File: src/rtl/riscv_mc_pkg.sv
// riscv_mc_pkg: shared types and encodings for the multi-cycle RV32I control unit.
//   state_t        FSM state encoding
//   OP_*           major opcodes recognised in DECODE
//   F3_*           branch funct3 values
//   ASEL_/BSEL_/ALU_/IMM_/WB_*  datapath selector encodings
//   CAUSE_*        trap_cause encodings
package riscv_mc_pkg;

    typedef enum logic [3:0] {
        S_IDLE, S_FETCH, S_DECODE, S_EXEC_R, S_EXEC_I, S_MEM_ADDR, S_MEM_RD,
        S_MEM_WR, S_WB_ALU, S_WB_MEM, S_BRANCH, S_JAL, S_TRAP
    } state_t;

    localparam logic [6:0] OP_R      = 7'b0110011;
    localparam logic [6:0] OP_I      = 7'b0010011;
    localparam logic [6:0] OP_LOAD   = 7'b0000011;
    localparam logic [6:0] OP_STORE  = 7'b0100011;
    localparam logic [6:0] OP_BRANCH = 7'b1100011;
    localparam logic [6:0] OP_JAL    = 7'b1101111;

    localparam logic [2:0] F3_BEQ = 3'b000;
    localparam logic [2:0] F3_BNE = 3'b001;

    localparam logic [1:0] ASEL_PC    = 2'd0;
    localparam logic [1:0] ASEL_RS1   = 2'd1;
    localparam logic [1:0] ASEL_OLDPC = 2'd2;

    localparam logic [1:0] BSEL_RS2  = 2'd0;
    localparam logic [1:0] BSEL_IMM  = 2'd1;
    localparam logic [1:0] BSEL_FOUR = 2'd2;

    localparam logic [1:0] ALU_ADD   = 2'd0;
    localparam logic [1:0] ALU_SUB   = 2'd1;
    localparam logic [1:0] ALU_FUNCT = 2'd2;

    localparam logic [1:0] IMM_I = 2'd0;
    localparam logic [1:0] IMM_S = 2'd1;
    localparam logic [1:0] IMM_B = 2'd2;
    localparam logic [1:0] IMM_J = 2'd3;

    localparam logic [1:0] WB_ALU = 2'd0;
    localparam logic [1:0] WB_MDR = 2'd1;
    localparam logic [1:0] WB_PC4 = 2'd2;

    localparam logic [1:0] CAUSE_NONE    = 2'd0;
    localparam logic [1:0] CAUSE_ILLEGAL = 2'd1;
    localparam logic [1:0] CAUSE_BUS     = 2'd2;

endpackage

File: src/rtl/riscv_mc_perf.sv
// riscv_mc_perf: cycle and retired-instruction counters.
//   clk, reset    core clock, synchronous active-high reset (clears both)
//   count_en      count this cycle in cycle_cnt
//   retire        an instruction retires on this clock edge
//   cycle_cnt     CNT_W-bit wrapping cycle counter
//   instret_cnt   CNT_W-bit wrapping retired-instruction counter
module riscv_mc_perf #(
    parameter int CNT_W = 32
) (
    input  logic             clk,
    input  logic             reset,
    input  logic             count_en,
    input  logic             retire,
    output logic [CNT_W-1:0] cycle_cnt,
    output logic [CNT_W-1:0] instret_cnt
);

    localparam logic [CNT_W-1:0] ONE = CNT_W'(1);

    always_ff @(posedge clk) begin
        if (reset) begin
            cycle_cnt   <= '0;
            instret_cnt <= '0;
        end else begin
            if (count_en) cycle_cnt   <= cycle_cnt + ONE;
            if (retire)   instret_cnt <= instret_cnt + ONE;
        end
    end

endmodule

File: src/rtl/riscv_mc_ctrl.sv
// riscv_mc_ctrl: multi-cycle RV32I control FSM over a shared memory port.
//   inputs : clk, reset (sync, active-high), opcode/funct3 from IR, ALU zero,
//            mem_ready (memory completes the current request this cycle)
//   outputs: memory handshake (mem_req, mem_we, iord), datapath enables
//            (ir_we, pc_we, pc_src, rf_we), selectors (alu_a_sel, alu_b_sel,
//            alu_op, imm_sel, wb_sel), sticky trap/trap_cause, and the
//            cycle_cnt / instret_cnt performance counters.
module riscv_mc_ctrl
    import riscv_mc_pkg::*;
#(
    parameter int CNT_W   = 32,
    parameter int TIMEOUT = 15,
    parameter bit BNE_EN  = 1'b1
) (
    input  logic             clk,
    input  logic             reset,
    input  logic [6:0]       opcode,
    input  logic [2:0]       funct3,
    input  logic             zero,
    input  logic             mem_ready,
    output logic             mem_req,
    output logic             mem_we,
    output logic             iord,
    output logic             ir_we,
    output logic             pc_we,
    output logic             pc_src,
    output logic             rf_we,
    output logic [1:0]       alu_a_sel,
    output logic [1:0]       alu_b_sel,
    output logic [1:0]       alu_op,
    output logic [1:0]       imm_sel,
    output logic [1:0]       wb_sel,
    output logic             trap,
    output logic [1:0]       trap_cause,
    output logic [CNT_W-1:0] cycle_cnt,
    output logic [CNT_W-1:0] instret_cnt
);

    localparam int WAIT_W = $clog2(TIMEOUT + 1);
    // Trap fires on the stalled cycle that would bring the counter to TIMEOUT.
    localparam logic [WAIT_W-1:0] TO_LAST = WAIT_W'(TIMEOUT - 1);
    localparam logic [WAIT_W-1:0] W_ONE   = WAIT_W'(1);

    state_t            state, state_nxt;
    logic [WAIT_W-1:0] wait_cnt;
    logic [1:0]        cause_nxt;
    logic              retire, is_mem, mem_timeout;

    assign is_mem      = (state == S_FETCH) || (state == S_MEM_RD) || (state == S_MEM_WR);
    assign mem_timeout = !mem_ready && (wait_cnt == TO_LAST);

    always_ff @(posedge clk) begin
        if (reset) begin
            state      <= S_IDLE;
            trap_cause <= CAUSE_NONE;
            wait_cnt   <= '0;
        end else begin
            state <= state_nxt;
            if (state_nxt == S_TRAP && state != S_TRAP) trap_cause <= cause_nxt;
            // Staying in a memory state means the request is still stalled;
            // any transition (completion, timeout, entry) restarts the count.
            wait_cnt <= (is_mem && state_nxt == state) ? wait_cnt + W_ONE : '0;
        end
    end

    always_comb begin
        state_nxt = state;
        cause_nxt = CAUSE_NONE;
        retire    = 1'b0;
        mem_req   = 1'b0;
        mem_we    = 1'b0;
        iord      = 1'b0;
        ir_we     = 1'b0;
        pc_we     = 1'b0;
        pc_src    = 1'b0;
        rf_we     = 1'b0;
        alu_a_sel = ASEL_PC;
        alu_b_sel = BSEL_RS2;
        alu_op    = ALU_ADD;
        imm_sel   = IMM_I;
        wb_sel    = WB_ALU;
        trap      = 1'b0;
        case (state)
            S_IDLE: state_nxt = S_FETCH;
            S_FETCH: begin
                mem_req   = 1'b1;
                alu_b_sel = BSEL_FOUR;
                if (mem_ready) begin
                    ir_we     = 1'b1;
                    pc_we     = 1'b1;
                    state_nxt = S_DECODE;
                end else if (mem_timeout) begin
                    state_nxt = S_TRAP;
                    cause_nxt = CAUSE_BUS;
                end
            end
            S_DECODE: begin
                // Branch target is precomputed here into ALUOut.
                alu_a_sel = ASEL_OLDPC;
                alu_b_sel = BSEL_IMM;
                imm_sel   = IMM_B;
                case (opcode)
                    OP_R:              state_nxt = S_EXEC_R;
                    OP_I:              state_nxt = S_EXEC_I;
                    OP_LOAD, OP_STORE: state_nxt = S_MEM_ADDR;
                    OP_BRANCH:         state_nxt = S_BRANCH;
                    OP_JAL:            state_nxt = S_JAL;
                    default: begin
                        state_nxt = S_TRAP;
                        cause_nxt = CAUSE_ILLEGAL;
                    end
                endcase
            end
            S_EXEC_R: begin
                alu_a_sel = ASEL_RS1;
                alu_op    = ALU_FUNCT;
                state_nxt = S_WB_ALU;
            end
            S_EXEC_I: begin
                alu_a_sel = ASEL_RS1;
                alu_b_sel = BSEL_IMM;
                alu_op    = ALU_FUNCT;
                state_nxt = S_WB_ALU;
            end
            S_MEM_ADDR: begin
                alu_a_sel = ASEL_RS1;
                alu_b_sel = BSEL_IMM;
                imm_sel   = (opcode == OP_STORE) ? IMM_S : IMM_I;
                state_nxt = (opcode == OP_STORE) ? S_MEM_WR : S_MEM_RD;
            end
            S_MEM_RD: begin
                mem_req = 1'b1;
                iord    = 1'b1;
                if (mem_ready) begin
                    state_nxt = S_WB_MEM;
                end else if (mem_timeout) begin
                    state_nxt = S_TRAP;
                    cause_nxt = CAUSE_BUS;
                end
            end
            S_MEM_WR: begin
                mem_req = 1'b1;
                mem_we  = 1'b1;
                iord    = 1'b1;
                if (mem_ready) begin
                    retire    = 1'b1;
                    state_nxt = S_FETCH;
                end else if (mem_timeout) begin
                    state_nxt = S_TRAP;
                    cause_nxt = CAUSE_BUS;
                end
            end
            S_WB_ALU: begin
                rf_we     = 1'b1;
                retire    = 1'b1;
                state_nxt = S_FETCH;
            end
            S_WB_MEM: begin
                rf_we     = 1'b1;
                wb_sel    = WB_MDR;
                retire    = 1'b1;
                state_nxt = S_FETCH;
            end
            S_BRANCH: begin
                alu_a_sel = ASEL_RS1;
                alu_op    = ALU_SUB;
                pc_src    = 1'b1;
                if (funct3 == F3_BEQ || (funct3 == F3_BNE && BNE_EN)) begin
                    pc_we     = (funct3 == F3_BEQ) ? zero : !zero;
                    retire    = 1'b1;
                    state_nxt = S_FETCH;
                end else begin
                    state_nxt = S_TRAP;
                    cause_nxt = CAUSE_ILLEGAL;
                end
            end
            S_JAL: begin
                alu_a_sel = ASEL_OLDPC;
                alu_b_sel = BSEL_IMM;
                imm_sel   = IMM_J;
                pc_we     = 1'b1;
                pc_src    = 1'b1;
                rf_we     = 1'b1;
                wb_sel    = WB_PC4;
                retire    = 1'b1;
                state_nxt = S_FETCH;
            end
            S_TRAP:  trap = 1'b1;
            default: state_nxt = S_IDLE;
        endcase
    end

    riscv_mc_perf #(.CNT_W(CNT_W)) u_perf (
        .clk         (clk),
        .reset       (reset),
        .count_en    (state != S_IDLE && state != S_TRAP),
        .retire      (retire),
        .cycle_cnt   (cycle_cnt),
        .instret_cnt (instret_cnt)
    );

endmodule

File: config.mk
export PLATFORM = sky130hd
export DESIGN_NAME = riscv_mc_ctrl
export DESIGN_NICKNAME = d
export VERILOG_FILES = /design/src/rtl/riscv_mc_pkg.sv /design/src/rtl/riscv_mc_perf.sv /design/src/rtl/riscv_mc_ctrl.sv
export SDC_FILE = /design/constraint.sdc
export NUM_CORES = 1
export LEC_CHECK = 0
export CAP_MARGIN = 10
export CORE_MARGIN = 1
export CORE_UTILIZATION = 53
export CTS_CLUSTER_DIAMETER = 150
export DETAILED_ROUTE_END_ITERATION = 6
export PLACE_DENSITY = 0.85
export SETUP_SLACK_MARGIN = 0.1
export SLEW_MARGIN = 20
export SYNTH_ARGS = -nofsm -noshare
export SYNTH_HDL_FRONTEND = slang
export SYNTH_HIERARCHICAL = 1
export SYNTH_SLANG_ARGS = --single-unit
File: constraint.sdc
create_clock -name clk -period 8.05 [get_ports clk]
set_clock_uncertainty 0.15 [all_clocks]
set_input_delay 0.805 -clock clk [delete_from_list [all_inputs] [get_ports clk]]
set_output_delay 0.805 -clock clk [all_outputs]
set_load 0.03 [all_outputs]
==> metrics.yaml, run 1 <==
floorplanning:
  die_area_um2: 7674
  start_util_pct: 55.93
  placementRows: 30
  die_h_um: 87.60
  die_w_um: 87.60
  core_um2: 6944
  ios: 98
timing:
  post-route-period-util_pct: 47.57
  rsz0062_at_grt: "no"
  fin_crit_ns: 3.829
  tightest_slew_ns: 0.7461
  setup_viol_count_final: 0
  slew_headroom_pct: 50.26
  finalSetupTns_ns: 0
  fmaxAchievable_mhz: 261.2
  hold_viol: 0
  slew_violations: 0
synth:
  synth_cell_type_count: 57
  netlist.area_leader.share_pct: 38.14
  synthFlopType: "dfxtp_1"
  ys_warn_count: 6
  synth-seq-cells: 74
  synthTopCellsByArea: "dfxtp_1 38%, a21oi_1 6.1%, or4_1 5.0%, nor2_1 4.5%, o31ai_1 4.4%"
  syn-num-nets: 488
  syn-instance-count: 470
  synth_edf_count: 0
  synthArstFlopShare_pct: 0
  synth_area_um2: 3884
  synth_largest_area_cell: "dfxtp_1"
  syn_avg_cell_area_um2: 8.263
  yosysSeqAreaShare_pct: 38.14
clocking:
  clk_latency_ns: 0.34
  htree_levels: 3
  cts_tree: "yes"
  cts_buffers: 9
  cts_root_buffer: "clkbuf_8"
  cts_resized: 0
  post_cts_buffers: 0
  clkTransAtPathRegs_ns: 0.07
  ctsHoldBuffers: 0
  cts_sinks: 74
  cts_buffer_depth: 2
critical_path:
  startpoint_type: "primary input"
  crit_path_end_kind: "output pin"
  crit_fanout: 4
  critPathKind: "primary input to output pin"
  cp.required_ns: 7.09
  cp.arrival_ns: 2.87
route:
  routed_wl_um: 9706
  vias: 3892
  ant_nets: 0
  wl_per_cell_um: 14.86
  initialDrtViolationCount: 267
  drc_errors: 0
  firstDrtPassIters: 4
  drt-vias-per-instance: 5.960
global_routing:
  grt_max_degree: 73
  grt_pass1_wl_um: 15810
  grt_pass1_vias: 3354
  antenna_found_initial: 0
  grt-ovfl-total: 0
  grt_usage_pct: 25.68
flow_run:
  max_cap_violations: 0
cells_and_area:
  syn_to_final_growth_pct: 29.96
  final_area_um2: 5047
  diodes: 0
  regArea_um2: 1481
  multiInputGateArea_um2: 2220
  final_nets: 570
  fillers: 541
  drive_gt1_share_pct: 5.925
place:
  port_buffers: 97
  postPlaceCellArea_um2: 4855
  gp_congestion: 0.8918
  hpwl_um: 6808
power_and_ir_drop:
  power_density_nw_per_um2: 148.0
  max-vdd-ir-drop_uv: 80.77
  power.leakage_nw: 1.597
outcome:
  outcome: "finished, final reports clean"
worst_hold_path:
  hold_path.class: "register to register"
[routing by layer]
metal	wire, um	GRT usage (%)	up-vias
met5	0	0	-
met4	103	8.197	0
met2	4641	43.04	118
li1	-	-	1918
met1	4491	34.23	1844
met3	470	3.676	12
[state kept, by name, summed over array words and instances, names as in the netlist]
name / flops
wait_cnt: 4
u_perf/instret_cnt: 32
u_perf/cycle_cnt: 32
state: 4
trap_cause: 2
[synth_stat cells, drive strengths merged (4+ instances only)]
cell	count
and4	5
o21ai	17
o31ai	23
or4	27
nand2b	5
and3	4
or3	14
ha	4
dfxtp	74
nand4	21
clkbuf	17
nand2	26
nor2b	5
o41ai	4
nand3	22
a21oi	47
inv	16
xnor2	14
buf	10
nor2	48
or2	4
nor3	8
nor4	8
or4b	4
xor2	15
[through the flow]
| stage | setup slack (ns) | power [mW] | hold slack, ns | utilization [%] | instances |
|---|---|---|---|---|---|
| floorplan | 4.766 | 0.4417 | 0.2797 | - | 470 |
| global placement | 4.032 | 0.4720 | 0.2963 | 69.91 | 637 |
| detailed placement | 3.984 | 0.4732 | 0.3039 | 69.91 | 637 |
| CTS | 4.226 | 0.7513 | 0.3210 | 72.68 | 653 |
| global route | 4.015 | 0.7784 | 0.3392 | 72.68 | 653 |
| finish | 4.221 | 0.7469 | 0.3154 | 72.68 | 653 |
[kinds of logic (layout without fill, tap and decap cells)]
family	after synthesis	in the layout	synth area share [%]
DFF	74	74	38.14
AOI/OAI and AO/OA	109	109	17.49
xor gates and xnor gates	29	29	6.540
muxes	3	3	0.8054
adders and majority gates	4	4	1.289
and+or+nand+nor	208	208	31.03
buffers and inverters	43	130	4.703
[worst paths after layout]
check	cells past startpoint	start	slack, ns	to
worst max-delay path	6	opcode[3]	4.22	imm_sel[0]
worst min register to register	1	trap_cause[0]	0.32	trap_cause[0]
worst min-delay path	1	trap_cause[0]	0.32	trap_cause[0]
worst max register to register	8	state[1]	4.48	u_perf/instret_cnt[22]
[area by class of cell]
| cell class | instances | share of cell area [%] |
|---|---|---|
| clock buffer | 10 | 2.529 |
| clock inverter | 6 | 1.289 |
| tap | 96 | 2.380 |
| inverter | 16 | 1.190 |
| sequential | 74 | 29.35 |
| multi-input combinational | 353 | 43.98 |
| timing repair buffer | 98 | 19.29 |
[power breakdown]
group	internal, mW	total [mW]	switching [mW]
sequential	0.371	0.382	0.0111
clock	0.144	0.281	0.137
combinational	0.0352	0.0837	0.0486
total	0.550	0.747	0.197
[critical path, cell delays in order]
cell and delay [ns]:
clkdlybuf4s50_1 0.46, nor3_1 0.25, nand3_1 0.15, nor4b_1 0.38, o21a_1 0.16, clkdlybuf4s50_1 0.67
[cell usage in the layout, fill, tap and decap left out, types with 8 or more instances in the layout]
cell type / netlist / layout
nor2_1: 47 / 47
xnor2_1: 14 / 14
or3_1: 13 / 13
or4_1: 26 / 26
o31ai_1: 23 / 23
clkdlybuf4s50_1: 0 / 96
xor2_1: 15 / 15
nor4_1: 8 / 8
nand2_1: 26 / 26
o21ai_0: 13 / 13
nor3_1: 8 / 8
nand3_1: 22 / 22
inv_1: 14 / 14
clkbuf_8: 0 / 9
nand4_1: 18 / 18
dfxtp_1: 74 / 74
a21oi_1: 47 / 47
Power figures use the tool's default switching activity.
==> run 2: changes to the inputs <==
CORE_UTILIZATION = 49   (was 53)
PLACE_DENSITY = 0.8   (was 0.85)
clock period = 3.6 ns   (was 8.05 ns; I/O delays follow)
==> metrics.yaml, run 2 (synthesized netlist as in run 1, its figures left out) <==
outcome:
  outcome: "finished, final reports clean"
floorplanning:
  placementRows: 32  # +6.7%
  start_util_pct: 50.52  # -5.4 points
  die_w_um: 91.03  # +3.9%
  die_h_um: 91.03  # +3.9%
  die_area_um2: 8286  # +8.0%
  ios: 98  # unchanged
  core_um2: 7687  # +11%
route:
  drc_errors: 0  # unchanged
  initialDrtViolationCount: 195  # -27%
  vias: 3936  # +1.1%
  ant_nets: 0  # unchanged
  wl_per_cell_um: 15.15  # +1.9%
  routed_wl_um: 10070  # +3.8%
  firstDrtPassIters: 4  # unchanged
  drt-vias-per-instance: 5.919  # -0.69%
timing:
  finalSetupTns_ns: 0  # unchanged
  slew_headroom_pct: 46.41  # -3.9 points
  post-route-period-util_pct: 88.47
  hold_viol: 0  # unchanged
  tightest_slew_ns: 0.8039  # +0.05779 ns
  rsz0062_at_grt: "no"
  setup_viol_count_final: 0  # unchanged
  fin_crit_ns: 3.185
  slew_violations: 0  # unchanged
  fmaxAchievable_mhz: 314.0
cells_and_area:
  fillers: 686  # +27%
  final_common_cell: "clkdlybuf4s50_1"
  largestRegisters: "u_perf/cycle_cnt (32), u_perf/instret_cnt (32)"
  final_cell_mix: "96 x clkdlybuf4s50_1, 73 x dfxtp_1, 47 x nor2_1, 47 x a21oi_1"
  diodes: 0  # unchanged
  drive_gt1_share_pct: 7.105  # +1.2 points
  final_nets: 576  # +1.1%
  syn_to_final_growth_pct: 30.99
clocking:
  clk_latency_ns: 0.35  # about the same
  cts_root_buffer: "clkbuf_8"
  cts_resized: 0  # unchanged
  htree_levels: 3  # unchanged
  clkTransAtPathRegs_ns: 0.08  # about the same
  cts_buffer_depth: 2  # unchanged
  ctsHoldBuffers: 0  # unchanged
  cts_sinks: 74  # unchanged
  post_cts_buffers: 0  # unchanged
  cts_buffers: 9  # unchanged
  cts_tree: "yes"
place:
  hpwl_um: 7150  # +5.0%
  gp_congestion: 0.9126  # +2.3%
  port_buffers: 97  # unchanged
flow_run:
  max_cap_violations: 0  # unchanged
power_and_ir_drop:
  power.leakage_nw: 1.616  # +1.2%
  total_power_mw: 1.642  # +120%
  max-vdd-ir-drop_uv: 190.0  # +140%
  power_density_nw_per_um2: 322.7  # +120%
critical_path:
  r2r_slack_ns: 0.42  # -4.06 ns
  critPathKind: "register to register"
  cp.arrival_ns: 3.30  # +0.43 ns
  cp.required_ns: 3.72  # -3.37 ns
  startpoint_type: "register"
  crit_path_end_kind: "register"
  crit_fanout: 17  # +13
global_routing:
  antenna_found_initial: 0  # unchanged
  grt_usage_pct: 24.15  # -1.5 points
  grt_pass1_wl_um: 16450  # +4.0%
  grt_max_degree: 43  # -41%
  grt-ovfl-total: 0  # unchanged
  grt_pass1_vias: 3527  # +5.2%
worst_hold_path:
  hold_path.class: "register to register"
run 2: report_power, final:
part	internal, mW	switching (mW)
clock	0.272	0.323
combinational	0.0829	0.118
sequential	0.829	0.0172
total	1.18	0.458
run 2: final cells by class:
type	count	area [um^2]	share of cell area, %
tap	102	127.6	2.509
clock inverter	5	37.54	0.7378
clock buffer	11	141.4	2.779
inverter	16	60.06	1.181
multi-input combinational	353	2220	43.63
timing repair buffer	104	1018	20.02
sequential	74	1483	29.14
run 2: final timing paths:
kind                      start                      to  depth (start not counted)
setup / recovery       state[1]  u_perf/instret_cnt[24]                          8
hold / removal    trap_cause[1]           trap_cause[1]                          1
setup reg to reg       state[1]  u_perf/instret_cnt[24]                          8
hold reg to reg   trap_cause[1]           trap_cause[1]                          1
run 2: critical path, cell delays in order, from the launching register on:
cell	delay, ns
dfxtp_1	0.58
nand2_1	0.23
nor2_1	0.18
nand2_1	0.09
a21oi_1	0.27
nand3_1	0.22
or3_1	0.65
or4_1	0.58
a21oi_1	0.17
run 2: per-layer routing:
layer  vias to the layer above  wire, um  global-route usage [%]
li1                       1925         -                       -
met1                      1879      4516                   30.20
met2                       116      4934                   41.10
met3                        16       476                   5.109
met4                         0       145                   8.333
met5                         -         0                       0
run 2: metrics by stage:
step	worst slack, ns	utilization, %	std cells	hold slack (ns)	instance area [um^2]
floorplan	0.4265	-	470	0.2794	3884
global placement	0.2849	63.83	649	0.2964	4907
detailed placement	0.1758	63.83	649	0.3102	4907
CTS	0.3903	66.16	665	0.3268	5086
global route	0.1281	66.18	665	0.3430	5087
finish	0.4151	66.18	665	0.3240	5087
